==> config.mk <==
export PLATFORM = sky130hd
export DESIGN_NAME = rob_ring
export DESIGN_NICKNAME = d
export VERILOG_FILES = /design/src/rtl/rob_pkg.sv /design/src/rtl/rob_wb_match.sv /design/src/rtl/rob_ring.sv
export SDC_FILE = /design/constraint.sdc
export NUM_CORES = 1
export LEC_CHECK = 0
export CAP_MARGIN = 10
export CORE_AREA = 5 5 331 203
export DETAILED_ROUTE_END_ITERATION = 8
export DIE_AREA = 0 0 336 208
export PLACE_DENSITY_LB_ADDON = 0.15
export RECOVER_POWER = 50
export SLEW_MARGIN = 40
export SYNTH_ARGS = -nofsm -noshare
export SYNTH_HDL_FRONTEND = slang
export SYNTH_SLANG_ARGS = --single-unit
==> constraint.sdc <==
create_clock -name clk -period 8.2 [get_ports clk]
set_clock_uncertainty 0.1 [all_clocks]
set_input_delay 2.46 -clock clk [delete_from_list [all_inputs] [get_ports clk]]
set_output_delay 2.46 -clock clk [all_outputs]
set_load 0.01 [all_outputs]
==> src/rtl/rob_pkg.sv <==
// Shared definitions for the reorder buffer: entry kinds, slot control
// record and the tag-width helper.
package rob_pkg;

  localparam logic [1:0] KIND_ALU    = 2'b00;  // ALU or LOAD
  localparam logic [1:0] KIND_BRANCH = 2'b01;
  localparam logic [1:0] KIND_STORE  = 2'b10;
  localparam logic [1:0] KIND_JUMP   = 2'b11;

  localparam int unsigned RD_W = 5;

  // Per-slot control state; data fields live in separate arrays because
  // their width follows the XLEN parameter of the instantiating module.
  typedef struct packed {
    logic            busy;
    logic            done;
    logic [1:0]      kind;
    logic [RD_W-1:0] rd;
    logic            pred_taken;
    logic            taken;
  } rob_ctrl_t;

  // Tags are slot index + 1 so that tag 0 can mean "no producer".
  function automatic int unsigned tag_width(input int unsigned depth);
    return $clog2(depth) + 1;
  endfunction

endpackage

==> src/rtl/rob_wb_match.sv <==
// NWB-way writeback tag matcher; the lowest-numbered matching port wins.
module rob_wb_match #(
  parameter int unsigned NWB   = 2,
  parameter int unsigned TAG_W = 4,
  parameter int unsigned XLEN  = 32
) (
  input  logic [TAG_W-1:0]     i_tag,
  input  logic [NWB-1:0]       i_wb_valid,
  input  logic [NWB*TAG_W-1:0] i_wb_tag,
  input  logic [NWB*XLEN-1:0]  i_wb_value,
  input  logic [NWB-1:0]       i_wb_taken,
  output logic                 o_hit,
  output logic [XLEN-1:0]      o_value,
  output logic                 o_taken,
  output logic                 o_port0
);

  // Priority scan from port 0 upwards; first match is kept.
  always_comb begin
    o_hit   = 1'b0;
    o_value = '0;
    o_taken = 1'b0;
    o_port0 = 1'b0;
    for (int p = 0; p < int'(NWB); p++) begin
      if (!o_hit && i_wb_valid[p] && (i_wb_tag[p*TAG_W +: TAG_W] == i_tag)) begin
        o_hit   = 1'b1;
        o_value = i_wb_value[p*XLEN +: XLEN];
        o_taken = i_wb_taken[p];
        o_port0 = (p == 0);
      end
    end
  end

endmodule

==> src/rtl/rob_ring.sv <==
// In-order reorder buffer: dispatch allocation, multi-port writeback,
// operand lookup with writeback bypass, store release and in-order retire
// with full-window flush on mispredicted branches and jumps.
module rob_ring
  import rob_pkg::*;
#(
  parameter int unsigned DEPTH = 8,
  parameter int unsigned NWB   = 2,
  parameter int unsigned XLEN  = 32,
  parameter int unsigned TAG_W = tag_width(DEPTH)
) (
  input  logic                 clk,
  input  logic                 rst,
  input  logic                 alloc_valid,
  output logic                 alloc_ready,
  input  logic [1:0]           alloc_kind,
  input  logic [4:0]           alloc_rd,
  input  logic                 alloc_pred_taken,
  output logic [TAG_W-1:0]     alloc_tag,
  input  logic [TAG_W-1:0]     qA_tag,
  input  logic [TAG_W-1:0]     qB_tag,
  output logic                 qA_hit,
  output logic                 qB_hit,
  output logic [XLEN-1:0]      qA_value,
  output logic [XLEN-1:0]      qB_value,
  input  logic [NWB-1:0]       wb_valid,
  input  logic [NWB*TAG_W-1:0] wb_tag,
  input  logic [NWB*XLEN-1:0]  wb_value,
  input  logic [NWB-1:0]       wb_taken,
  input  logic [XLEN-1:0]      jump_target_in,
  output logic                 store_req,
  output logic [TAG_W-1:0]     store_tag,
  input  logic                 store_ack,
  output logic                 commit_valid,
  output logic [4:0]           commit_rd,
  output logic [XLEN-1:0]      commit_value,
  output logic [TAG_W-1:0]     commit_tag,
  output logic                 flush,
  output logic [XLEN-1:0]      redirect_pc
);

  localparam int unsigned IDX_W = $clog2(DEPTH);

  rob_ctrl_t        r_ctrl   [DEPTH];
  logic [XLEN-1:0]  r_value  [DEPTH];
  logic [XLEN-1:0]  r_target [DEPTH];
  logic [IDX_W-1:0] r_head;
  logic [IDX_W-1:0] r_tail;
  logic [TAG_W-1:0] r_count;

  logic             r_commit_valid;
  logic [4:0]       r_commit_rd;
  logic [XLEN-1:0]  r_commit_value;
  logic [TAG_W-1:0] r_commit_tag;
  logic             r_flush;
  logic [XLEN-1:0]  r_redirect_pc;

  rob_ctrl_t        w_head;
  logic [TAG_W-1:0] w_head_tag;
  logic             w_retire;
  logic             w_mispredict;
  logic             w_alloc;
  logic             w_store_done;

  logic [DEPTH-1:0] w_slot_hit;
  logic [DEPTH-1:0] w_slot_taken;
  logic [DEPTH-1:0] w_slot_port0;
  logic [XLEN-1:0]  w_slot_value [DEPTH];

  logic             w_qa_in, w_qb_in;
  logic [IDX_W-1:0] w_qa_idx, w_qb_idx;
  logic             w_qa_byp_hit, w_qb_byp_hit;
  logic [XLEN-1:0]  w_qa_byp_value, w_qb_byp_value;
  logic             w_qa_stored, w_qb_stored;
  logic             w_unused_qa_taken, w_unused_qa_port0;
  logic             w_unused_qb_taken, w_unused_qb_port0;

  // Head decode: retire eligibility, mispredict detection, store release.
  always_comb begin
    w_head       = r_ctrl[r_head];
    w_head_tag   = TAG_W'(r_head) + TAG_W'(1);
    w_retire     = w_head.busy && w_head.done;
    w_mispredict = w_retire &&
                   ((w_head.kind == KIND_JUMP) ||
                    ((w_head.kind == KIND_BRANCH) && (w_head.taken != w_head.pred_taken)));
    alloc_ready  = (r_count != TAG_W'(DEPTH)) && !w_mispredict;
    w_alloc      = alloc_valid && alloc_ready;
    alloc_tag    = TAG_W'(r_tail) + TAG_W'(1);
    store_req    = w_head.busy && !w_head.done && (w_head.kind == KIND_STORE);
    store_tag    = w_head_tag;
    w_store_done = store_req && store_ack;
  end

  // One matcher per slot decodes which writeback port (if any) targets it.
  for (genvar i = 0; i < int'(DEPTH); i++) begin : g_slot_match
    rob_wb_match #(.NWB(NWB), .TAG_W(TAG_W), .XLEN(XLEN)) u_match (
      .i_tag      (TAG_W'(i + 1)),
      .i_wb_valid (wb_valid),
      .i_wb_tag   (wb_tag),
      .i_wb_value (wb_value),
      .i_wb_taken (wb_taken),
      .o_hit      (w_slot_hit[i]),
      .o_value    (w_slot_value[i]),
      .o_taken    (w_slot_taken[i]),
      .o_port0    (w_slot_port0[i])
    );
  end

  rob_wb_match #(.NWB(NWB), .TAG_W(TAG_W), .XLEN(XLEN)) u_byp_a (
    .i_tag      (qA_tag),
    .i_wb_valid (wb_valid),
    .i_wb_tag   (wb_tag),
    .i_wb_value (wb_value),
    .i_wb_taken (wb_taken),
    .o_hit      (w_qa_byp_hit),
    .o_value    (w_qa_byp_value),
    .o_taken    (w_unused_qa_taken),
    .o_port0    (w_unused_qa_port0)
  );

  rob_wb_match #(.NWB(NWB), .TAG_W(TAG_W), .XLEN(XLEN)) u_byp_b (
    .i_tag      (qB_tag),
    .i_wb_valid (wb_valid),
    .i_wb_tag   (wb_tag),
    .i_wb_value (wb_value),
    .i_wb_taken (wb_taken),
    .o_hit      (w_qb_byp_hit),
    .o_value    (w_qb_byp_value),
    .o_taken    (w_unused_qb_taken),
    .o_port0    (w_unused_qb_port0)
  );

  // Operand lookup: same-cycle writeback bypass beats the stored value.
  always_comb begin
    w_qa_in     = (qA_tag != '0) && (qA_tag <= TAG_W'(DEPTH));
    w_qb_in     = (qB_tag != '0) && (qB_tag <= TAG_W'(DEPTH));
    w_qa_idx    = IDX_W'(qA_tag - TAG_W'(1));
    w_qb_idx    = IDX_W'(qB_tag - TAG_W'(1));
    w_qa_stored = w_qa_in && r_ctrl[w_qa_idx].busy && r_ctrl[w_qa_idx].done;
    w_qb_stored = w_qb_in && r_ctrl[w_qb_idx].busy && r_ctrl[w_qb_idx].done;
    qA_hit      = (w_qa_in && w_qa_byp_hit) || w_qa_stored;
    qB_hit      = (w_qb_in && w_qb_byp_hit) || w_qb_stored;
    qA_value    = '0;
    qB_value    = '0;
    if (w_qa_in && w_qa_byp_hit) qA_value = w_qa_byp_value;
    else if (w_qa_stored)        qA_value = r_value[w_qa_idx];
    if (w_qb_in && w_qb_byp_hit) qB_value = w_qb_byp_value;
    else if (w_qb_stored)        qB_value = r_value[w_qb_idx];
  end

  // Slot control: allocate at tail, complete on writeback/store ack, free at retire.
  always_ff @(posedge clk) begin
    if (!rst || w_mispredict) begin
      for (int i = 0; i < int'(DEPTH); i++) r_ctrl[i] <= '0;
    end else begin
      for (int i = 0; i < int'(DEPTH); i++) begin
        if (w_alloc && (r_tail == IDX_W'(i))) begin
          r_ctrl[i].busy       <= 1'b1;
          r_ctrl[i].done       <= 1'b0;
          r_ctrl[i].kind       <= alloc_kind;
          r_ctrl[i].rd         <= alloc_rd;
          r_ctrl[i].pred_taken <= alloc_pred_taken;
          r_ctrl[i].taken      <= 1'b0;
        end else begin
          if (w_slot_hit[i] && r_ctrl[i].busy) begin
            r_ctrl[i].done  <= 1'b1;
            r_ctrl[i].taken <= w_slot_taken[i];
          end
          if (w_store_done && (r_head == IDX_W'(i))) r_ctrl[i].done <= 1'b1;
          if (w_retire && (r_head == IDX_W'(i)))     r_ctrl[i].busy <= 1'b0;
        end
      end
    end
  end

  // Slot data: result value, plus jump target captured with a port-0 writeback.
  always_ff @(posedge clk) begin
    for (int i = 0; i < int'(DEPTH); i++) begin
      if (w_alloc && (r_tail == IDX_W'(i))) begin
        r_value[i]  <= '0;
        r_target[i] <= '0;
      end else if (w_slot_hit[i] && r_ctrl[i].busy) begin
        r_value[i] <= w_slot_value[i];
        if (w_slot_port0[i] && (r_ctrl[i].kind == KIND_JUMP)) r_target[i] <= jump_target_in;
      end
    end
  end

  // Ring pointers and occupancy; a flush empties the window.
  always_ff @(posedge clk) begin
    if (!rst || w_mispredict) begin
      r_head  <= '0;
      r_tail  <= '0;
      r_count <= '0;
    end else begin
      if (w_alloc)  r_tail <= r_tail + IDX_W'(1);
      if (w_retire) r_head <= r_head + IDX_W'(1);
      case ({w_alloc, w_retire})
        2'b10:   r_count <= r_count + TAG_W'(1);
        2'b01:   r_count <= r_count - TAG_W'(1);
        default: r_count <= r_count;
      endcase
    end
  end

  // Registered retire and redirect outputs.
  always_ff @(posedge clk) begin
    if (!rst) begin
      r_commit_valid <= 1'b0;
      r_commit_rd    <= '0;
      r_commit_value <= '0;
      r_commit_tag   <= '0;
      r_flush        <= 1'b0;
      r_redirect_pc  <= '0;
    end else begin
      r_commit_valid <= w_retire;
      r_flush        <= w_mispredict;
      if (w_retire) begin
        r_commit_rd    <= ((w_head.kind == KIND_ALU) || (w_head.kind == KIND_JUMP)) ? w_head.rd : 5'd0;
        r_commit_value <= r_value[r_head];
        r_commit_tag   <= w_head_tag;
      end
      if (w_mispredict) begin
        r_redirect_pc <= (w_head.kind == KIND_JUMP) ? r_target[r_head] : r_value[r_head];
      end
    end
  end

  assign commit_valid = r_commit_valid;
  assign commit_rd    = r_commit_rd;
  assign commit_value = r_commit_value;
  assign commit_tag   = r_commit_tag;
  assign flush        = r_flush;
  assign redirect_pc  = r_redirect_pc;

endmodule

# After elaboration in Yosys (flattened, before gate mapping)
# Memory sizes are Yosys's and may differ from the RTL's. A register that Yosys moved wholly into a read port is not among the register bits.
# Index checks and enable logic that the tools add are counted.
totals:
  regBits: 85
  n_memories: 3
  elab_cells: 620
  ram_bits: 600
  out_inout_bits: 151
memory_table:
  columns: ["memory", "words", "word_bits", "read_ports", "rd_ports_with_merged_regs", "write_ports", "line_no", "text"]
  rows:
  - ["r_target", 8, 32, 1, 1, 8, "rob_ring.sv:46", "logic [XLEN-1:0] r_target [DEPTH];"]
  - ["r_value", 8, 32, 3, 1, 8, "rob_ring.sv:45", "logic [XLEN-1:0] r_value [DEPTH];"]
  - ["r_ctrl", 8, 11, 11, 1, 8, "rob_ring.sv:44", "rob_ctrl_t r_ctrl [DEPTH];"]
classes:
  n_lt_le_gt_ge: 2
  n_eq_ne: 49
  add_sub_neg: 8
  n_bitwise: 96
  mux: 343
  n_reduce_logical: 110
ops:
  columns: ["cell", "n"]
  rows:
  - ["two-way mux 32 bit", 41]
  - ["two-way mux 1 bit", 278]
  - ["OR 1 bit", 96]
  - ["logical AND 1 bit", 86]
  - ["two-way mux 5 bit", 9]
  - ["== test 4 x 3 -> 1 bit (second input constant)", 8]
  - ["== test 3 bit (second input constant)", 8]
  - ["== test 2 bit (second input constant)", 11]
  - ["two-way mux 3 bit", 6]
  - ["== test 4 x 2 -> 1 bit (second input constant)", 4]
  - ["== test 4 bit", 4]
  - ["two-way mux 2 bit", 8]
  - ["logical NOT 1 bit", 13]
  - ["== test 3 x 2 -> 1 bit (second input constant)", 4]
  - ["adder 3 x 1 -> 4 bit (second input constant)", 2]
  - ["== test 4 x 1 -> 1 bit (second input constant)", 2]
  - ["== test 4 bit (second input constant)", 2]
  - ["<= comparator 4 bit (second input constant)", 2]
  - ["case mux 4 bit (2 select lines)", 1]
  - ["nonzero test 4 bit", 2]
  - ["adder 3 x 1 -> 3 bit (second input constant)", 2]
  - ["== test 3 x 1 -> 1 bit (second input constant)", 2]
  - ["logical NOT 3 bit", 2]
  - ["subtractor 3 x 1 -> 3 bit (second input constant)", 2]
  - ["other kinds (8)", 13]

# Depth between registers and ports, before layout
logic_depth:
  ltp_word: 14
  depth_mapped: 22

# Modules after synthesis
# From an unflattened synthesis, not the netlist that was laid out.
hier_totals:
  hier_cells: 3837
  hier_area_um2: 45361.0
modules_own_cells:
  columns: ["mod", "cells_each", "instances", "seq_area_each_um2", "area_per_inst_um2"]
  rows:
  - ["rob_ring", 2537, 1, 19779.0, 35401.5]
  - ["rob_wb_match", 130, 10, 0.0, 996.0]

# Worst setup path before layout
# Ideal clock, no wire load.
synth_path:
  kind: "input port to output port"
  startpoint: "input qB_tag[0]"
  endpoint: "output qB_value[0]"
  setup_slack_ns: 0.519
  n_path_buf: 5
  cell_stages: 11
  arrival_ns: 5.121
  path_cell_list: "buf_2 > buf_1 > buf_2 > inv_1 > ha_1 > xor2_1 > mux4_2 > nand4bb_1 > clkbuf_1 > clkbuf_1 > o22ai_1"
synth_via:
  elab_chain_cells: 9
synth_lines:
  columns: ["element", "line_no", "text"]
  rows:
  - ["start: declaration", "rob_ring.sv:21", "input logic [TAG_W-1:0] qB_tag,"]
  - ["branches (longest 8 deep; another with memory read (8 x 11 bit))", null, null]
  - ["two-way mux 32 bit (*)", "rob_ring.sv:147", "if (w_qb_in && w_qb_byp_hit) qB_value = w_qb_byp_value;"]
  - ["end: declaration", "rob_ring.sv:25", "output logic [XLEN-1:0] qB_value,"]
# Every way passes the cells marked *.

# Worst setup path in the final report
layout_path:
  startpoint: "input qB_tag[1]"
  endpoint: "output qB_value[8]"
# Same word-level chain as after synthesis.

==> results.yml <==
yosys:
  async_flop_share_pct: 0
  synth_warnings: 0
  synthesis.nets: 3147
  synth_area_mm2: 0.03792
  synth_ff_type: "edfxtp_1"
  syn_inst: 2996
  synth.distinct_cells: 60
  seq_area_frac_synth_pct: 52.16
  synth_area_per_cell_um2: 12.66
  synth_edf_count: 600
  ys_seq_elements: 688
floorplanning:
  core.rowCount: 72
  die_area_mm2: 0.06989
  start_util_pct: 59.46
  io_pins: 279
  core_mm2: 0.06378
  die_h_um: 208
  die_w_um: 336
setup_path:
  critPathMaxFanout: 26
  required_ns: 5.64
  crit_path_start_kind: "input port"
  critPathCaptureType: "output port"
  critPathMostFrequentCell: "clkdlybuf4s50_1"
  path_buf_inv: 4
  slowest_stage: "clkdlybuf4s50_1"
  crit_family: "buffers and inverters"
  cp_cell_sequence: "clkdlybuf4s50_1 -> inv_1 -> ha_2 -> mux4_2 -> nand4bb_2 -> buf_12 -> o22ai_1 -> clkdlybuf4s50_1"
  max_stage_delay_ns: 0.65
  crit_arrival_ns: 5.60
  critPathKind: "input port to output port"
clocking:
  holdBufCountCts: 0
  cts_resized: 0
  clk_latency_ns: 0.64
  numClockSinks: 688
  numCtsBuffers: 69
  h-tree-depth: 3
  cts.reportedPaths.clkPinSlew_ns: 0.06
  post_cts_buffers: 0
  cts_max_path_buffers: 3
  cts_tree: "yes"
  root_buffer: "clkbuf_16"
sta:
  period_needed_ns: 8.160
  rsz0062_at_grt: "false"
  hold_violations: 0
  drv_slew: 364
  fmax_mhz: 122.6
  finalSetupViolations: 0
  fin_tns_setup_ns: 0
  tightest_slew_ns: 4.267
  period_share_pct: 99.51
  max-slew-margin-rel_pct: -184.4
final_layout:
  drive_above_1_share_pct: 17.73
  area_growth_pct: 14.97
  fill_cells: 4463
  final_area_mm2: 0.04360
  layout.nets: 3253
routing:
  wl_per_cell_um: 32.57
  vias: 29540
  drt_iter0_drc: 5557
  routed_wl_mm: 130.7
  drcViolationCount: 0
  ant_nets: 0
  drtPass1Iterations: 8
  viasPerCell: 7.360
global_routing:
  track_usage_pct: 36.64
  grt_pass1_vias: 29180
  grt_max_degree: 76
  grt_antenna_before_repair: 5
  grt_pass1_wl_mm: 190.5
  grt-ovfl-total: 0
place:
  place_area_mm2: 0.04147
  place_congestion: 0.9357
  dp_hpwl_mm: 78.01
  port_buffers: 278
power:
  p_leak_nw: 14.15
  swShare_pct: 29.27
  p_int_mw: 6.607
  powerDensity_mw_per_mm2: 214.3
  p_sw_mw: 2.735
  vdd_drop_max_mv: 0.1604
  power_frac_clock_pct: 34.7
  power_frac_comb_pct: 20.6
  sequentialPowerShare_pct: 44.7
min_path:
  hp-class: "register to register"
outcome:
  status: "complete, but fails checks"
  violations: "max-capacitance violations, max-slew violations"
run:
  cap_violations: 8
==> cell usage after synthesis, drive strengths merged, types with 2 or more instances <==
| library cell | number | area [um^2] |
|---|---|---|
| nor3 | 59 | 330.3 |
| nor3b | 4 | 35.03 |
| nand4 | 8 | 50.05 |
| mux2i | 101 | 1011 |
| nor4 | 4 | 37.53 |
| nand3b | 2 | 15.01 |
| nand2 | 130 | 495.5 |
| o2111ai | 32 | 280.3 |
| nand3 | 41 | 205.2 |
| o21ai | 60 | 345.3 |
| clkbuf | 178 | 668.1 |
| o22ai | 64 | 400.4 |
| mux4 | 277 | 6238 |
| dfxtp | 88 | 1762 |
| ha | 22 | 275.3 |
| nand2b | 12 | 75.07 |
| nor2b | 5 | 31.28 |
| inv | 27 | 101.3 |
| o21a | 5 | 37.54 |
| buf | 151 | 715.7 |
| edfxtp | 600 | 18020 |
| a22oi | 328 | 2462 |
| or3b | 2 | 17.52 |
| xor2 | 20 | 175.2 |
| a211oi | 2 | 20.02 |
| mux2 | 37 | 416.7 |
| a21oi | 21 | 112.6 |
| and2 | 258 | 1614 |
| a21o | 2 | 15.01 |
| nand4bb | 2 | 22.52 |
| o211ai | 4 | 30.03 |
| o31a | 5 | 43.79 |
| and3 | 20 | 130.1 |
| xnor2 | 11 | 96.34 |
| nor2 | 403 | 1513 |
| a31oi | 2 | 12.51 |
==> final cells by class <==
type | count | area, um^2 | share of cell area, %
antenna | 4 | 10.01 | 0.02296
clock buffer | 94 | 1912 | 4.385
sequential | 688 | 19790 | 45.39
clock inverter | 33 | 351.6 | 0.8064
tap | 851 | 1065 | 2.442
timing repair buffer | 364 | 3527 | 8.090
multi-input combinational | 1952 | 16840 | 38.63
inverter | 27 | 102.6 | 0.2353
==> power groups by stage <==
stage               Combinational [mW]  Sequential [mW]  Clock (mW)
floorplan                         1.16             4.19           0
global placement                  1.85             4.24           0
detailed placement                1.89             4.24           0
CTS                               1.91             4.17        3.24
global route                      2.00             4.19        3.39
finish                            1.93             4.17        3.24
==> registers in the layout, indices dropped and copies added, names as in the netlist, named ones only <==
register	count
commit_rd	5
r_count	4
r_target	256
redirect_pc	32
r_ctrl	88
commit_value	32
flush	1
commit_tag	4
r_value	256
commit_valid	1
r_head	3
r_tail	3
==> through the flow <==
| step | setup WS, ns | instances | hold WS (ns) | power, mW | util (%) |
|---|---|---|---|---|---|
| 4_1_cts | 0.1436 | 4009 | 0.3534 | 9.315 | 68.56 |
| 5_1_grt | 0.01356 | 4012 | 0.3675 | 9.576 | 68.36 |
| 6_report | 0.04014 | 4013 | 0.3513 | 9.341 | 68.36 |
| 2_1_floorplan | 0.5187 | 2996 | 0.3539 | 5.350 | - |
| 3_5_place_dp | 0.1641 | 3882 | 0.3391 | 6.133 | 65.01 |
| 3_3_place_gp | 0.2149 | 3880 | 0.3430 | 6.088 | 64.87 |
==> cell usage in the layout (no fill, tap or decap), types with 5 or more instances in the layout <==
cell / n
edfxtp_1: 600
nor2_1: 393
a22oi_1: 328
mux4_2: 277
and2_1: 200
clkdlybuf4s50_1: 194
nand2_1: 130
mux2i_1: 101
dfxtp_1: 85
dlygate4sd3_1: 81
clkbuf_16: 70
o22ai_1: 64
and2_0: 58
buf_4: 57
o21ai_0: 51
nor3_1: 50
nand3_1: 41
mux2_2: 37
o2111ai_1: 32
inv_1: 25
clkbuf_1: 23
ha_1: 20
and3_1: 19
xor2_1: 18
a21oi_1: 16
clkinv_2: 13
nand2b_1: 12
clkbuf_2: 11
buf_12: 10
xnor2_1: 9
nor3_2: 9
nand4_1: 8
clkbuf_8: 7
o21ai_4: 6
clkinv_1: 6
nor2_2: 5
nor2_4: 5
a21oi_2: 5
bufinv_16: 5
==> path summary, 6_finish.rpt <==
path                                           startpoint                           to  slack [ns]  cells after the start
worst max-delay path                            qB_tag[1]                  qB_value[8]        0.04                      8
worst min-delay path            commit_rd[1]$_SDFFE_PN0N_    commit_rd[1]$_SDFFE_PN0N_        0.35                      2
worst max register to register                   register  r_value[2][2]$_SDFFCE_PN0P_        0.34                     12
worst min register to register  commit_rd[1]$_SDFFE_PN0N_    commit_rd[1]$_SDFFE_PN0N_        0.35                      2
==> cell families after synthesis <==
| group | share of synthesized area (%) |
|---|---|
| AOI/OAI and AO/OA | 10.14 |
| adders and majority gates | 0.7786 |
| muxes | 20.22 |
| buffers and inverters | 3.916 |
| xor gates and xnor gates | 0.7160 |
| DFF | 52.16 |
| and+or+nand+nor | 12.08 |
==> routing by layer <==
layer / share of wire, % / global-route usage (%)
met1: 35 / 50.45
met2: 44 / 53.87
met3: 15 / 11.36
met4: 5.6 / 17.25
met5: 0 / 0
==> worst reg2reg max path, cell delays in order (launching register included) <==
cell and delay, ns:
dfxtp_4 0.49, buf_4 0.67, mux4_2 0.47, mux2i_1 0.20, ha_1 0.25, nand2b_1 0.09, a221o_1 0.28, a21oi_1 0.35
o31a_2 0.21, clkbuf_1 2.99, o21ai_4 0.41, clkbuf_2 0.83, nor2_1 0.37
Power figures use the tool's default switching activity.
